--- src/rtl/pipe_pkg.sv ---
// Shared encodings and instruction field positions for the EX/WB pipeline controller.
package pipe_pkg;

  typedef enum logic [1:0] {
    RUN   = 2'd0,
    STALL = 2'd1,
    FLUSH = 2'd2
  } state_t;

  localparam logic [1:0] OP_JMP = 2'b11;

  // Register fields sit at fixed low positions; the opcode is always the top two bits.
  localparam int RD_MSB = 5;
  localparam int RD_LSB = 3;
  localparam int RS_MSB = 2;
  localparam int RS_LSB = 0;

endpackage

--- src/rtl/pipe_ctrl_if.sv ---
// Datapath-facing signal bundle of the pipeline controller.
interface pipe_ctrl_if #(
  parameter int INST_W = 8,
  parameter int CNT_W  = 16
);
  logic [INST_W-1:0] inst_code_ex;
  logic [INST_W-1:0] inst_code_wb;
  logic              RegWrite_wb;
  logic              stall_req;
  logic              pc_write;
  logic              ifid_write;
  logic              ifid_flush;
  logic              PCsrc;
  logic              RegWrite_ex;
  logic              Sel2;
  logic [1:0]        state;
  logic [CNT_W-1:0]  retired_cnt;

  modport master (
    output inst_code_ex, inst_code_wb, RegWrite_wb, stall_req,
    input  pc_write, ifid_write, ifid_flush, PCsrc, RegWrite_ex, Sel2, state, retired_cnt
  );

  modport slave (
    input  inst_code_ex, inst_code_wb, RegWrite_wb, stall_req,
    output pc_write, ifid_write, ifid_flush, PCsrc, RegWrite_ex, Sel2, state, retired_cnt
  );
endinterface

--- src/rtl/pipe_ctrl_hazard_fwd.sv ---
// WB->EX forwarding detect: the WB destination matches the EX rs operand.
module hazard_fwd
  import pipe_pkg::*;
(
  input  logic       i_ex_valid,
  input  logic [1:0] i_op_ex,
  input  logic [2:0] i_rs_ex,
  input  logic [1:0] i_op_wb,
  input  logic [2:0] i_rd_wb,
  input  logic       i_regwrite_wb,
  output logic       o_sel2
);

  assign o_sel2 = i_ex_valid && i_regwrite_wb &&
                  (i_op_wb != OP_JMP) && (i_op_ex != OP_JMP) &&
                  (i_rd_wb == i_rs_ex);

endmodule

--- src/rtl/pipe_ctrl.sv ---
// Sequencing controller for the two-stage EX/WB pipeline: jump flush, external
// stall, write-enable decode, forwarding select and retired-instruction count.
module pipe_ctrl
  import pipe_pkg::*;
#(
  parameter int INST_W       = 8,
  parameter int FLUSH_CYCLES = 1,
  parameter int CNT_W        = 16
) (
  input  logic       clk,
  input  logic       reset,
  pipe_ctrl_if.slave bus
);

  localparam logic [1:0] FLUSH_INIT = 2'(FLUSH_CYCLES - 1);

  state_t           r_state;
  state_t           w_next_state;
  logic             r_ex_valid;
  logic             w_next_ex_valid;
  logic [1:0]       r_flush_cnt;
  logic [1:0]       w_next_flush_cnt;
  logic [CNT_W-1:0] r_retired_cnt;

  logic [1:0] w_op_ex;
  logic [1:0] w_op_wb;
  logic       w_jmp;
  logic       w_wr;
  logic       w_pc_write;
  logic       w_ifid_write;
  logic       w_ifid_flush;
  logic       w_pcsrc;
  logic       w_regwrite_ex;
  logic       w_unused_bits;

  assign w_op_ex = bus.inst_code_ex[INST_W-1 -: 2];
  assign w_op_wb = bus.inst_code_wb[INST_W-1 -: 2];
  assign w_jmp   = r_ex_valid && (w_op_ex == OP_JMP);
  assign w_wr    = r_ex_valid && (w_op_ex != OP_JMP);

  // EX rd and WB rs take no part in control decisions.
  assign w_unused_bits = ^{bus.inst_code_ex[RD_MSB:RD_LSB], bus.inst_code_wb[RS_MSB:RS_LSB]};

  // NOTE: every always_comb output gets a default before the case so no path leaves it unassigned (no latches).
  always_comb begin
    w_next_state     = r_state;
    w_next_ex_valid  = r_ex_valid;
    w_next_flush_cnt = r_flush_cnt;
    w_pc_write       = 1'b1;
    w_ifid_write     = 1'b1;
    w_ifid_flush     = 1'b0;
    w_pcsrc          = 1'b1;
    w_regwrite_ex    = 1'b0;

    unique case (r_state)
      RUN: begin
        w_regwrite_ex = w_wr;
        w_pcsrc       = ~w_jmp;
        w_ifid_flush  = w_jmp;
        if (w_jmp) begin
          w_next_state     = FLUSH;
          w_next_flush_cnt = FLUSH_INIT;
          w_next_ex_valid  = 1'b0;
        end else begin
          w_next_ex_valid = 1'b1;
          if (bus.stall_req) w_next_state = STALL;
        end
      end
      STALL: begin
        w_pc_write   = 1'b0;
        w_ifid_write = 1'b0;
        if (!bus.stall_req) w_next_state = RUN;
      end
      FLUSH: begin
        if (r_flush_cnt == 2'd0) begin
          w_next_state    = RUN;
          w_next_ex_valid = 1'b1;
        end else begin
          w_next_flush_cnt = r_flush_cnt - 2'd1;
        end
      end
      default: w_next_state = RUN;
    endcase
  end

  // NOTE: sequential state uses non-blocking assignments so every register samples pre-edge values.
  always_ff @(posedge clk or negedge reset) begin
    if (!reset) begin
      r_state       <= RUN;
      r_ex_valid    <= 1'b0;
      r_flush_cnt   <= 2'd0;
      r_retired_cnt <= '0;
    end else begin
      r_state     <= w_next_state;
      r_ex_valid  <= w_next_ex_valid;
      r_flush_cnt <= w_next_flush_cnt;
      if (r_state == RUN && r_ex_valid) r_retired_cnt <= r_retired_cnt + CNT_W'(1);
    end
  end

  hazard_fwd u_hazard_fwd (
    .i_ex_valid    (r_ex_valid),
    .i_op_ex       (w_op_ex),
    .i_rs_ex       (bus.inst_code_ex[RS_MSB:RS_LSB]),
    .i_op_wb       (w_op_wb),
    .i_rd_wb       (bus.inst_code_wb[RD_MSB:RD_LSB]),
    .i_regwrite_wb (bus.RegWrite_wb),
    .o_sel2        (bus.Sel2)
  );

  assign bus.pc_write    = w_pc_write;
  assign bus.ifid_write  = w_ifid_write;
  assign bus.ifid_flush  = w_ifid_flush;
  assign bus.PCsrc       = w_pcsrc;
  assign bus.RegWrite_ex = w_regwrite_ex;
  assign bus.state       = r_state;
  assign bus.retired_cnt = r_retired_cnt;

endmodule

--- src/flat_wrapper.sv ---
// flat-port wrapper written by rule: the top's interface ports become plain ports
module pipe_ctrl_flat import pipe_pkg::*;
#(
  parameter int INST_W       = 8,
  parameter int FLUSH_CYCLES = 1,
  parameter int CNT_W        = 16
)
  (clk, reset, bus_inst_code_ex, bus_inst_code_wb, bus_RegWrite_wb, bus_stall_req, bus_pc_write, bus_ifid_write, bus_ifid_flush, bus_PCsrc, bus_RegWrite_ex, bus_Sel2, bus_state, bus_retired_cnt);
  pipe_ctrl_if #(.INST_W(INST_W), .CNT_W(CNT_W)) bus_i ();
  input  logic clk;
  input  logic reset;
  input wire logic [$bits(bus_i.inst_code_ex)-1:0] bus_inst_code_ex;
  input wire logic [$bits(bus_i.inst_code_wb)-1:0] bus_inst_code_wb;
  input wire logic [$bits(bus_i.RegWrite_wb)-1:0] bus_RegWrite_wb;
  input wire logic [$bits(bus_i.stall_req)-1:0] bus_stall_req;
  output wire logic [$bits(bus_i.pc_write)-1:0] bus_pc_write;
  output wire logic [$bits(bus_i.ifid_write)-1:0] bus_ifid_write;
  output wire logic [$bits(bus_i.ifid_flush)-1:0] bus_ifid_flush;
  output wire logic [$bits(bus_i.PCsrc)-1:0] bus_PCsrc;
  output wire logic [$bits(bus_i.RegWrite_ex)-1:0] bus_RegWrite_ex;
  output wire logic [$bits(bus_i.Sel2)-1:0] bus_Sel2;
  output wire logic [$bits(bus_i.state)-1:0] bus_state;
  output wire logic [$bits(bus_i.retired_cnt)-1:0] bus_retired_cnt;
  assign bus_i.inst_code_ex = bus_inst_code_ex;
  assign bus_i.inst_code_wb = bus_inst_code_wb;
  assign bus_i.RegWrite_wb = bus_RegWrite_wb;
  assign bus_i.stall_req = bus_stall_req;
  assign bus_pc_write = bus_i.pc_write;
  assign bus_ifid_write = bus_i.ifid_write;
  assign bus_ifid_flush = bus_i.ifid_flush;
  assign bus_PCsrc = bus_i.PCsrc;
  assign bus_RegWrite_ex = bus_i.RegWrite_ex;
  assign bus_Sel2 = bus_i.Sel2;
  assign bus_state = bus_i.state;
  assign bus_retired_cnt = bus_i.retired_cnt;
  pipe_ctrl #(.INST_W(INST_W), .FLUSH_CYCLES(FLUSH_CYCLES), .CNT_W(CNT_W)) u_core (.clk(clk), .reset(reset), .bus(bus_i));
endmodule
--- config.mk ---
export PLATFORM = sky130hd
export DESIGN_NAME = pipe_ctrl_flat
export DESIGN_NICKNAME = d
export VERILOG_FILES = /design/src/rtl/pipe_pkg.sv /design/src/rtl/pipe_ctrl_if.sv /design/src/rtl/pipe_ctrl_hazard_fwd.sv /design/src/rtl/pipe_ctrl.sv /design/src/flat_wrapper.sv
export SDC_FILE = /design/constraint.sdc
export NUM_CORES = 1
export LEC_CHECK = 0
export BUFFER_PORTS_ARGS = -buffer_cell sky130_fd_sc_hd__buf_2
export CAP_MARGIN = 20
export CORE_MARGIN = 10
export CORE_UTILIZATION = 45
export CTS_CLUSTER_SIZE = 10
export DETAILED_ROUTE_END_ITERATION = 16
export HOLD_SLACK_MARGIN = 0.05
export PLACE_DENSITY = 0.74
export SKIP_LAST_GASP = 1
export SYNTH_ARGS = -nofsm -noshare
export SYNTH_HDL_FRONTEND = slang
export SYNTH_SLANG_ARGS = --single-unit
--- constraint.sdc ---
create_clock -name clk -period 2.1 [get_ports clk]
set_clock_uncertainty 0.1 [all_clocks]
set_input_delay 0.105 -clock clk [delete_from_list [all_inputs] [get_ports clk]]
set_output_delay 0.105 -clock clk [all_outputs]
set_load 0.01 [all_outputs]
==> impl_results.md <==
- Outcome: finished clean
- Detailed placer's ending HPWL: 1718 um
- Number of remaining DRC errors: 0
- Tot Pwr: 1.154 mW
- N_diodes: 0
- Placer Congestion: 0.7122
- VDD IR max: 0.6193 mV
- GRT Overall Usage: 10.51%
- Slew HR: 69.63%
- RSZ-0062 raised after global routing: false
- First-pass DRT Iterations: 2
- Total Nets Final: ~160
- IO Port Bufs: 37
- Resized cells post-CTS: 0
- Routed wire length: 2120 um
- Crit Path Class: reg2out
- Initial antenna violation count: 0
- Most frequent cells in the layout: buf_2 (37), dfrtp_1 (21), xnor2_1 (12)
- Via count: 790
- Crit path launch type: flip-flop
- #FFs+latches synth: 21
- FF+latch area: 525.5 sq um
- # hold bufs at CTS: 2
- Wire per inst: 13.33 um
- Post-DRT Antenna Nets: 0
- Die Ht: 66.81 um
- Clock share of power: about 17%
- Placed Area: 1197 sq um
- Min Clock Period, post-route: 1.662 ns
- FP Rows: 16
- Die Area: ~4500 sq um
- Worst-path clk slew: between 0.1 and 0.15 ns
- Post-Place Cells: 153
- Slew @ Worst Pin: approximately 0.46 ns
- TritonCTS buffer count: 3
- Seq pwr share: 50.9%
- Largest net degree at the start of global routing: 22
- Mapped Area: 985.9 sq um
- DR iter-0 viols: 17
- Setup Viol. Count Final: 0
- CTS max path bufs: 2
- Fin area: 1244 sq um
- Syn avg cell area: 10.95 sq um
- Net Count, Synth: 112
- Max-cap violations: 0
- Area grow syn2layout: 26.14%
- Layout cells sized above 1: 32.58%
- Cells after synthesis: 90
- Clk_lat worst skew: 0.31 ns
- TritonCTS clock tree: yes
- CP Data Arrival Time: between 1 and 1.5 ns
- Achievable Freq: 601.6 MHz
- CTS root buffer: clkbuf_4
- Crit share post-route: 79.16%
- Pwr Density: 928.1 nW/um^2
- Die width: 66.81 um
- Commonest non-fill, non-tap cell in the layout: buf_2
- Finished Layout Cells: around 160
- Sequential area share after synthesis: 53.30%
- Overflow after GRT: 0
- Vias per inst: 4.969
- Crit end category: primary output
- # IOs: 44
- First-pass GRT wire length: 3539 um
- CTS Sinks: 21
- Req. time, crit path: 1.89 ns
- Post-layout util: 61.51%
- Final Hold Viols: 0
- Vias in the first global route: 770
- TNS Setup: 0 ns
- Switching Share: 35.33%
- Unique cell type count in the Yosys netlist: 23
- H-tree depth: 1
- P_int: 746.4 uW
- Core area: 2022 sq um
- Post-CTS Setup Bufs: 0
- P_sw: about 410 uW
- Max Slew Vio Count: 0
- Yosys Warn Count: 0
- Multi-input logic area: roughly 420 sq um
- Filler cells: 182
- Pleak: about 0.66 nW
- Initial Util: roughly half
- Worst-path fanout max: 6
- Gate power share: 32.5%
- Hold Crit Class: in2reg
[layout make-up]
| class | count | area share [%] |
|---|---|---|
| Sequential cell | 21 | 42.25 |
| Multi-Input combinational cell | 60 | 33.70 |
| Tap cell | 27 | 2.716 |
| Timing Repair Buffer | 40 | 17.10 |
| Inverter | 7 | 2.113 |
| Clock buffer | 4 | 2.113 |
[sequential cells by signal (all words and copies together) (netlist names)]
name                    cells
u_core.bus.retired_cnt     16
u_core.r_ex_valid           1
u_core.r_flush_cnt          2
u_core.bus.state            2
[logic make-up (layout without fill, tap and decap cells)]
family,Yosys count,after routing,share of synthesized area (%)
flip-flops,21,21,53.30
buffers and inverters,9,51,4.188
AND/OR/NAND/NOR,34,34,19.42
adder cells (fa/ha/maj),2,2,2.538
multiplexers,1,1,1.142
AO/OA/AOI/OAI,6,6,4.315
XOR/XNOR,17,17,15.10
[synth_stat cells]
cell | number | area, sq um
and2_1 | 1 | 6.260
a21oi_1 | 1 | 5.000
o21ai_0 | 2 | 10.01
ha_1 | 2 | 25.02
nor3_1 | 2 | 10.01
nand4_1 | 4 | 25.02
buf_4 | 2 | 15.01
a311oi_1 | 1 | 8.760
xnor2_1 | 12 | 105.1
a221o_1 | 1 | 10.01
mux2_2 | 1 | 11.26
inv_1 | 7 | 26.28
nor2b_1 | 1 | 6.260
o2111ai_1 | 1 | 8.760
and3_1 | 4 | 25.02
xor2_1 | 5 | 43.79
nand2_1 | 8 | 30.03
nand3_1 | 7 | 35.03
dfrtp_1 | 21 | 525.5
and4_1 | 2 | 17.52
nor3b_4 | 1 | 18.77
nand2b_1 | 1 | 6.260
nor2_1 | 3 | 11.26
[through the flow]
stage               hold slack [ns]  setup slack [ns]
global route                 0.1076            0.3163
detailed placement         -0.01436            0.4454
floorplan                   -0.2906            0.5131
CTS                         0.08239            0.4047
global placement           -0.01704            0.4733
finish                      0.08460            0.4376
[power by group through the flow]
| stage | logic, mW | registers, mW | clock network, mW |
|---|---|---|---|
| floorplan | 0.203 | 0.614 | 0 |
| detailed placement | 0.381 | 0.596 | 0 |
| global route | 0.426 | 0.609 | 0.217 |
| CTS | 0.387 | 0.587 | 0.200 |
| global placement | 0.366 | 0.591 | 0 |
| finish | 0.375 | 0.587 | 0.192 |
[worst max-delay path, stage by stage, from the launching register on]
cell and delay, ns:
dfrtp_1 0.47, nor3b_4 0.29, nand2_1 0.16, inv_1 0.10
buf_2 0.13
[per-layer routing]
layer / vias to the layer above / part of all wire [%] / global-route usage, % / wire (um)
met5: - / 0 / 0 / 0
met4: 0 / 1.8 / 5.497 / 38
met3: 4 / 7.7 / 5.017 / 164
met2: 14 / 52 / 18.01 / 1106
met1: 382 / 38 / 10.22 / 810
li1: 390 / - / - / -
[path summary, 6_finish.rpt]
check / start / to / slack, ns / cells past startpoint
worst max register to register: u_core.bus.state[1]$_DFFE_PN0P_ / u_core.bus.retired_cnt[6]$_DFFE_PN0P_ / 0.44 / 5
max in group asynchronous: reset / u_core.bus.retired_cnt[14]$_DFFE_PN0P_ / 1.42 / 2
min in group asynchronous: reset / u_core.bus.state[0]$_DFFE_PN0P_ / 0.17 / 2
worst max-delay path: u_core.bus.state[1]$_DFFE_PN0P_ / bus_ifid_flush / 0.44 / 4
worst min-delay path: bus_inst_code_ex[7] / u_core.bus.state[0]$_DFFE_PN0P_ / 0.08 / 3
worst min register to register: u_core.bus.retired_cnt[15]$_DFFE_PN0P_ / u_core.bus.retired_cnt[15]$_DFFE_PN0P_ / 0.38 / 1
No activity file was read; power rests on OpenSTA's default activity.
